[config.mk]
export PLATFORM = sky130hd
export DESIGN_NAME = trigger_ctrl
export DESIGN_NICKNAME = d
export VERILOG_FILES = /design/src/rtl/trigger_ctrl.sv
export SDC_FILE = /design/constraint.sdc
export NUM_CORES = 1
export LEC_CHECK = 0
export ABC_AREA = 0
export BUFFER_PORTS_ARGS = -buffer_cell sky130_fd_sc_hd__buf_2
export CORE_ASPECT_RATIO = 0.5
export CORE_MARGIN = 1
export CORE_UTILIZATION = 50
export CTS_CLUSTER_SIZE = 20
export DETAILED_ROUTE_END_ITERATION = 10
export PLACE_DENSITY = 0.71
export SETUP_SLACK_MARGIN = 0.05
export SYNTH_ARGS = -nofsm -noshare
export SYNTH_HDL_FRONTEND = slang
export SYNTH_SLANG_ARGS = --single-unit
[constraint.sdc]
create_clock -name sys_clk -period 2.5 [get_ports sys_clk]
set_input_delay 0.5 -clock sys_clk [delete_from_list [all_inputs] [get_ports sys_clk]]
set_output_delay 0.5 -clock sys_clk [all_outputs]
set_load 0.005 [all_outputs]
[src/rtl/trigger_ctrl.sv]
// Oscilloscope trigger/acquisition controller: fills a circular frame RAM with
//   PRE_TRIG pre-trigger samples, waits for a level/slope crossing, fills the
//   remainder of the frame, then hands the frame to the display read-out.
// Ports: sys_clk/sys_rst (sync, active-high); sample_en/adc_data sample strobe
//   and data; trig_level/trig_slope trigger setup; single_mode/arm acquisition
//   control; rd_en display read strobe; wr_addr/wr_en RAM write side; rd_addr
//   RAM read side; trig_addr trigger sample address; frame_ready; state code.
// Optional macro TRIG_AUTO_TIMEOUT_EN: forces a trigger after TIMEOUT samples
//   spent waiting; when undefined the wait is unbounded and no counter exists.

module trigger_ctrl #(
   parameter int DEPTH    = 400,
   parameter int PRE_TRIG = 100,
   parameter int TIMEOUT  = 4000
) (
   input  logic       sys_clk,
   input  logic       sys_rst,
   input  logic       sample_en,
   input  logic [7:0] adc_data,
   input  logic [7:0] trig_level,
   input  logic       trig_slope,
   input  logic       single_mode,
   input  logic       arm,
   input  logic       rd_en,
   output logic [8:0] wr_addr,
   output logic       wr_en,
   output logic [8:0] rd_addr,
   output logic [8:0] trig_addr,
   output logic       frame_ready,
   output logic [2:0] state
);

   // Reject configurations the 9-bit address ports or the frame split cannot hold.
   if (DEPTH > 512 || DEPTH < 3 || PRE_TRIG < 1 || PRE_TRIG > DEPTH - 2 || TIMEOUT < 1) begin : g_bad_param
      $error("trigger_ctrl: illegal DEPTH/PRE_TRIG/TIMEOUT");
   end

   localparam int CW = $clog2(DEPTH + 1);

   localparam logic [CW-1:0] PRE_LAST  = CW'(PRE_TRIG - 1);
   // The trigger sample itself is the first of the post-trigger part.
   localparam logic [CW-1:0] POST_LAST = CW'(DEPTH - PRE_TRIG - 2);
   localparam logic [CW-1:0] RD_LAST   = CW'(DEPTH - 1);
   localparam logic [8:0]    ADDR_LAST = 9'(DEPTH - 1);
   localparam logic [9:0]    OFFS10    = 10'(DEPTH - PRE_TRIG);
   localparam logic [9:0]    DEPTH10   = 10'(DEPTH);

   typedef enum logic [2:0] {
      ST_IDLE = 3'd0,
      ST_PRE  = 3'd1,
      ST_WAIT = 3'd2,
      ST_POST = 3'd3,
      ST_DISP = 3'd4
   } state_t;

   state_t          state_q, state_d;
   logic [8:0]      wr_addr_q, rd_addr_q, trig_addr_q;
   logic [CW-1:0]   pre_cnt_q, post_cnt_q, rd_cnt_q;
   logic [7:0]      prev_q;
   logic            mode_q;

   logic            acq, smp, rd_go;
   logic            edge_hit, trig_hit;
   logic            pre_done, post_done, rd_done;
   logic            enter_pre, load_rd;
   logic [8:0]      wr_addr_nxt, rd_addr_nxt, rd_start;
   logic [9:0]      start_sum;

   assign acq       = (state_q == ST_PRE) || (state_q == ST_WAIT) || (state_q == ST_POST);
   assign smp       = acq && sample_en;
   assign rd_go     = (state_q == ST_DISP) && rd_en;

   assign edge_hit  = trig_slope ? ((prev_q < trig_level) && (adc_data >= trig_level))
                                 : ((prev_q > trig_level) && (adc_data <= trig_level));

`ifdef TRIG_AUTO_TIMEOUT_EN
   localparam int TW = $clog2(TIMEOUT + 1);
   logic [TW-1:0] to_cnt_q;

   // Counts samples already seen in WAIT; the current sample is the one that
   // brings the count to TIMEOUT when TIMEOUT-1 have gone before it.
   assign trig_hit = edge_hit || (to_cnt_q == TW'(TIMEOUT - 1));

   always_ff @(posedge sys_clk) begin
      if (sys_rst) begin
         to_cnt_q <= '0;
      end else if (enter_pre) begin
         to_cnt_q <= '0;
      end else if (smp && (state_q == ST_WAIT)) begin
         to_cnt_q <= to_cnt_q + TW'(1);
      end
   end
`else
   assign trig_hit = edge_hit;
`endif

   assign pre_done    = (pre_cnt_q == PRE_LAST);
   assign post_done   = (post_cnt_q == POST_LAST);
   assign rd_done     = (rd_cnt_q == RD_LAST);

   assign wr_addr_nxt = (wr_addr_q == ADDR_LAST) ? 9'd0 : wr_addr_q + 9'd1;
   assign rd_addr_nxt = (rd_addr_q == ADDR_LAST) ? 9'd0 : rd_addr_q + 9'd1;

   // Oldest sample of the frame sits DEPTH-PRE_TRIG slots after the trigger.
   assign start_sum   = {1'b0, trig_addr_q} + OFFS10;
   assign rd_start    = (start_sum >= DEPTH10) ? 9'(start_sum - DEPTH10) : start_sum[8:0];

   assign enter_pre   = (state_d == ST_PRE) && (state_q != ST_PRE);
   assign load_rd     = (state_q == ST_POST) && (state_d == ST_DISP);

   // ---------------- FSM: state register ----------------
   always_ff @(posedge sys_clk) begin
      if (sys_rst) begin
         state_q <= ST_IDLE;
      end else begin
         state_q <= state_d;
      end
   end

   // ---------------- FSM: next state ----------------
   always_comb begin
      state_d = state_q;
      case (state_q)
         ST_IDLE: if (arm) state_d = ST_PRE;
         ST_PRE:  if (sample_en && pre_done) state_d = ST_WAIT;
         ST_WAIT: if (sample_en && trig_hit) state_d = ST_POST;
         ST_POST: if (sample_en && post_done) state_d = ST_DISP;
         ST_DISP: begin
            // mode_q is the mode captured at the start of this frame, so a
            // toggle of single_mode mid-frame does not change this decision.
            if (arm) begin
               state_d = ST_PRE;
            end else if (rd_en && rd_done && !mode_q) begin
               state_d = ST_PRE;
            end
         end
         default: state_d = ST_IDLE;
      endcase
   end

   // ---------------- FSM: outputs ----------------
   always_comb begin
      wr_en       = 1'b0;
      frame_ready = 1'b0;
      if (!sys_rst) begin
         wr_en       = smp;
         frame_ready = (state_q == ST_DISP);
      end
   end

   // ---------------- datapath ----------------
   always_ff @(posedge sys_clk) begin
      if (sys_rst) begin
         wr_addr_q   <= '0;
         rd_addr_q   <= '0;
         trig_addr_q <= '0;
         pre_cnt_q   <= '0;
         post_cnt_q  <= '0;
         rd_cnt_q    <= '0;
         prev_q      <= '0;
         mode_q      <= 1'b0;
      end else begin
         if (enter_pre) begin
            wr_addr_q  <= '0;
            pre_cnt_q  <= '0;
            post_cnt_q <= '0;
            mode_q     <= single_mode;
         end else if (smp) begin
            wr_addr_q <= wr_addr_nxt;
            prev_q    <= adc_data;
            if (state_q == ST_PRE)  pre_cnt_q  <= pre_cnt_q + CW'(1);
            if (state_q == ST_POST) post_cnt_q <= post_cnt_q + CW'(1);
         end

         if (smp && (state_q == ST_WAIT) && trig_hit) begin
            trig_addr_q <= wr_addr_q;
         end

         if (load_rd) begin
            rd_addr_q <= rd_start;
            rd_cnt_q  <= '0;
         end else if (rd_go) begin
            rd_addr_q <= rd_addr_nxt;
            rd_cnt_q  <= rd_done ? '0 : rd_cnt_q + CW'(1);
         end
      end
   end

   assign wr_addr   = wr_addr_q;
   assign rd_addr   = rd_addr_q;
   assign trig_addr = trig_addr_q;
   assign state     = state_q;

endmodule

==> impl_summary.txt <==
----------------------------------------------------
[Placed design]
  Placer's final routability congestion estimate ... 0.8244
  Worst slack at placement ... 0.04161 ns
  Placed Area ... 0.004488 mm²
  HPWL reported at the end of detailed placement ... 6.444 mm
  Number of instances in the placed design ... 635
  IO Port Bufs ... 54

[Status]
  Run status ... complete, no violations

[Pwr]
  Total power ... 2.460 mW
  Reported leakage power ... 1.943 nW
  Total power density per cell area ... 514.6 mW/mm²
  Worst-case vdd ir drop ... 0.3744 mV

[Worst setup path]
  Worst path most repeated cell ... nor2_1
  Launch instance of the worst register-to-register path ... trig_addr[3]$_SDFFE_PP0P_
  Setup slack on the worst flop-to-flop path ... 0.34 ns
  Required time of the critical path ... 2.00 ns
  R2r endpoint ... rd_addr[5]$_SDFFE_PP0P_
  Logic depth of the worst register-to-register path ... 11
  Source of the critical timing path ... state[1]$_SDFF_PP0_
  CP max-delay cell ... or3b_2
  Critical path class ... reg -> out
  Worst path cell trace ... nor2_1, or3b_2, nor2_1, buf_2
  Critical path data arrival time ... 1.66 ns
  Startpoint class of the critical path ... flop
  Worst setup EP type ... output port
  Highest net fanout along the worst path ... 7
  CP peak stage delay ... 0.49 ns

[Detailed routing]
  Number of antenna-violating nets in the routed design ... 0
  Starting DRC count in detailed routing ... 190
  Wire length per cell ... 13.52 µm
  Post-detailed-routing wire length ... 8.801 mm
  Total number of vias ... 3531
  Number of optimization iterations in the first detailed-route pass ... 4
  Post-route DRC violation count ... 0
  Average vias per placed instance ... 5.424

[STA]
  Max transition margin ... 0.5750
  Post-route setup TNS ... 0 ns
  Pins over their slew limit ... 0
  Final number of hold-violating endpoints ... 0
  Part of the cycle the worst path needs ... 0.8643
  Unrepaired setup endpoints after global routing ... false
  Shortest clock period the worst path allows after layout ... 2.161 ns
  Final setup slack of the worst path ... 0.3393 ns
  Measured slew at the worst slew-check pin ... 0.6316 ns
  Endpoints failing setup ... 0
  Highest clock frequency the design can meet ... 462.8 MHz
  Setup skew after layout ... 0.008257 ns

[Finish]
  Filler cell count in the final layout ... 675
  Fin cells ... 651
  Area taken by multi-input logic gates ... 0.002525 mm²
  Post-layout net count ... 587
  Layout-stage area growth over the synthesis result ... 17.97%
  Area occupied by registers ... 0.001324 mm²
  Total inserted antenna cells ... 0
  Layout cells sized above 1 ... 0.2228
  Cell area after layout ... 0.004781 mm²

[Clocking]
  Clock insertion delay at the later pin of the skew report ... 0.33 ns
  Number of sinks handled by clock tree synthesis ... 66
  TritonCTS clock tree ... done
  Clock transition at path regs ... 0.05 ns
  Clock buffer depth ... 2
  Post-CTS setup buffers ... 0
  Cell chosen for the clock root ... clkbuf_16
  H-tree level count ... 3
  Cts bufs inserted ... 9

[Min path]
  Terminating pin of the worst hold path ... prev_q[0]$_SDFFE_PP0P_
  Hold Path Stages ... 3
  Launch point of the worst hold path ... adc_data[0]
  Worst hold-check path type ... in -> reg

[Yosys]
  Fraction of the mapped netlist area in compound gates ... 0.1278
  Sequential area share after synthesis ... 0.3260
  Yosys top cell area share ... 0.3260
  Area of the mapped netlist ... 0.004053 mm²
  Main combinational cell family by area after synthesis ... simple AND/OR/NAND/NOR gates
  Synthesized netlist cell count ... 474
  Xor-xnor portion of the synthesized cell area ... 0.08212
  Synthesized-area fraction occupied by adder cells ... 0.08027
  Dominant cell by count in the synthesized netlist ... dfxtp_1
  Post-synth EDFFs ... 0
  Synthesized flop and latch total ... 66
  Dominant register cell in the synthesized netlist ... dfxtp_1
  Area contributors post-synth ... dfxtp_1, ha_1, nor3_2
  Post-Synthesis Mean Instance Area ... 8.550 µm²
  Synth async-reset ratio ... 0
  Top cell type by total area after synthesis ... dfxtp_1
  Yosys warning total ... 0
  Simple logic cell fraction of the synthesized area ... 0.2982
  Yosys cell types ... 62
  Mux contribution to synthesized area ... 0.03211
  Syn Nets ... 523
  Commonest cells post-synth ... dfxtp_1, nand2_1, nor2_1, a21oi_1, ha_1

[Run]
  # Max-Cap Violations ... 0

[Die]
  Starting density of the core ... 0.5354
  Placement row count ... 22
  Core box area ... 0.007570 mm²
  Die Height ... 65.66 µm
  Horizontal die dimension ... 129.3 µm
  Number of placed I/O pins ... 55
  Total Die Area ... 0.008491 mm²

[Global route]
  Layer with the highest usage ... met2
  Global Route Usage Sum ... 0.2229
  Grt met3 use ... 0.05212
  Maximum number of pins on one net before global-route repair ... 30
  Met2 Track Usage GR ... 0.3528
  Antenna violations before repair ... 0
  Global-route wire length before repair ... 14.66 mm
  Via count of the first global-routing pass ... 3084
  Grt total ovfl ... 0
  Global-route met1 utilization ... 0.3000

----------------------------------------------------
-- routing by layer --
layer | routed length (µm) | share of wire | up-vias
li1 | - | - | 1799
met4 | 109 | 0.012 | 0
met2 | 3857 | 0.44 | 73
met3 | 369 | 0.042 | 10
met5 | 0 | 0 | -
met1 | 4465 | 0.51 | 1649
-- stage by stage --
stage	hold WS [ns]	util
global route	0.4241	0.6316
finish	0.4142	0.6316
global placement	0.4495	0.5929
floorplan	0.4363	-
CTS	0.4130	0.6299
detailed placement	0.4512	0.5929
-- logic make-up (layout without fill, tap and decap cells) --
group / Yosys count / count (layout)
xor gates and xnor gates: 38 / 38
adders and majority gates: 26 / 26
AOI/OAI and AO/OA: 76 / 76
buffers and inverters: 42 / 111
muxes: 13 / 13
DFF: 66 / 66
and+or+nand+nor: 213 / 213
-- state kept, by name, indices dropped and copies added (netlist names) --
name        cells
pre_cnt_q       9
wr_addr         9
post_cnt_q      9
prev_q          8
rd_addr         9
rd_cnt_q        9
trig_addr       9
mode_q          1
state           3
-- cells in the final DEF, fill, tap and decap left out, types with 6 or more instances in the layout --
| cell type | n |
|---|---|
| xor2_1 | 18 |
| buf_4 | 16 |
| dfxtp_1 | 64 |
| nor2_1 | 38 |
| inv_1 | 23 |
| nand3_1 | 23 |
| nor3_2 | 19 |
| ha_1 | 26 |
| clkbuf_16 | 9 |
| o21ai_0 | 13 |
| a21oi_1 | 26 |
| and3_1 | 6 |
| or3_1 | 6 |
| mux2i_1 | 13 |
| nand2_1 | 48 |
| xnor2_1 | 19 |
| buf_2 | 54 |
| nor3_1 | 14 |
| nand4_1 | 10 |
| nand2b_1 | 22 |
-- power breakdown --
group	internal (mW)	switching, mW	total, mW
Sequential	1.06	0.00609	1.07
Combinational	0.0790	0.108	0.187
Clock	0.769	0.436	1.21
Total	1.91	0.550	2.46
-- worst max-delay path by stage --
stage	endpoint
finish	wr_en
global route	rd_addr[5]$_SDFFE_PP0P_
CTS	rd_addr[5]$_SDFFE_PP0P_
detailed placement	trig_addr[5]$_SDFFE_PP0P_
global placement	trig_addr[4]$_SDFFE_PP0P_
floorplan	trig_addr[0]$_SDFFE_PP0P_
-- layout make-up --
cell class,count,area share
flip-flops and latches,66,0.2769
repair buffers,72,0.09003
multi-input cells,366,0.5281
clock inverters,3,0.008375
clock buffers,13,0.05025
well taps,108,0.02826
inverters,23,0.01806
-- timing repair --
action	CTS	global route
gates resized for setup	0	5
hold buffers	0	0
endpoints found under the setup margin	0	3
-- worst max-delay path, delay by kind of cell (launching register included) --
family	cells	cell delay, ns
simple gates	3	0.74
buf+inv	1	0.12
flops	1	0.47
No activity file was read; power rests on OpenSTA's default activity.
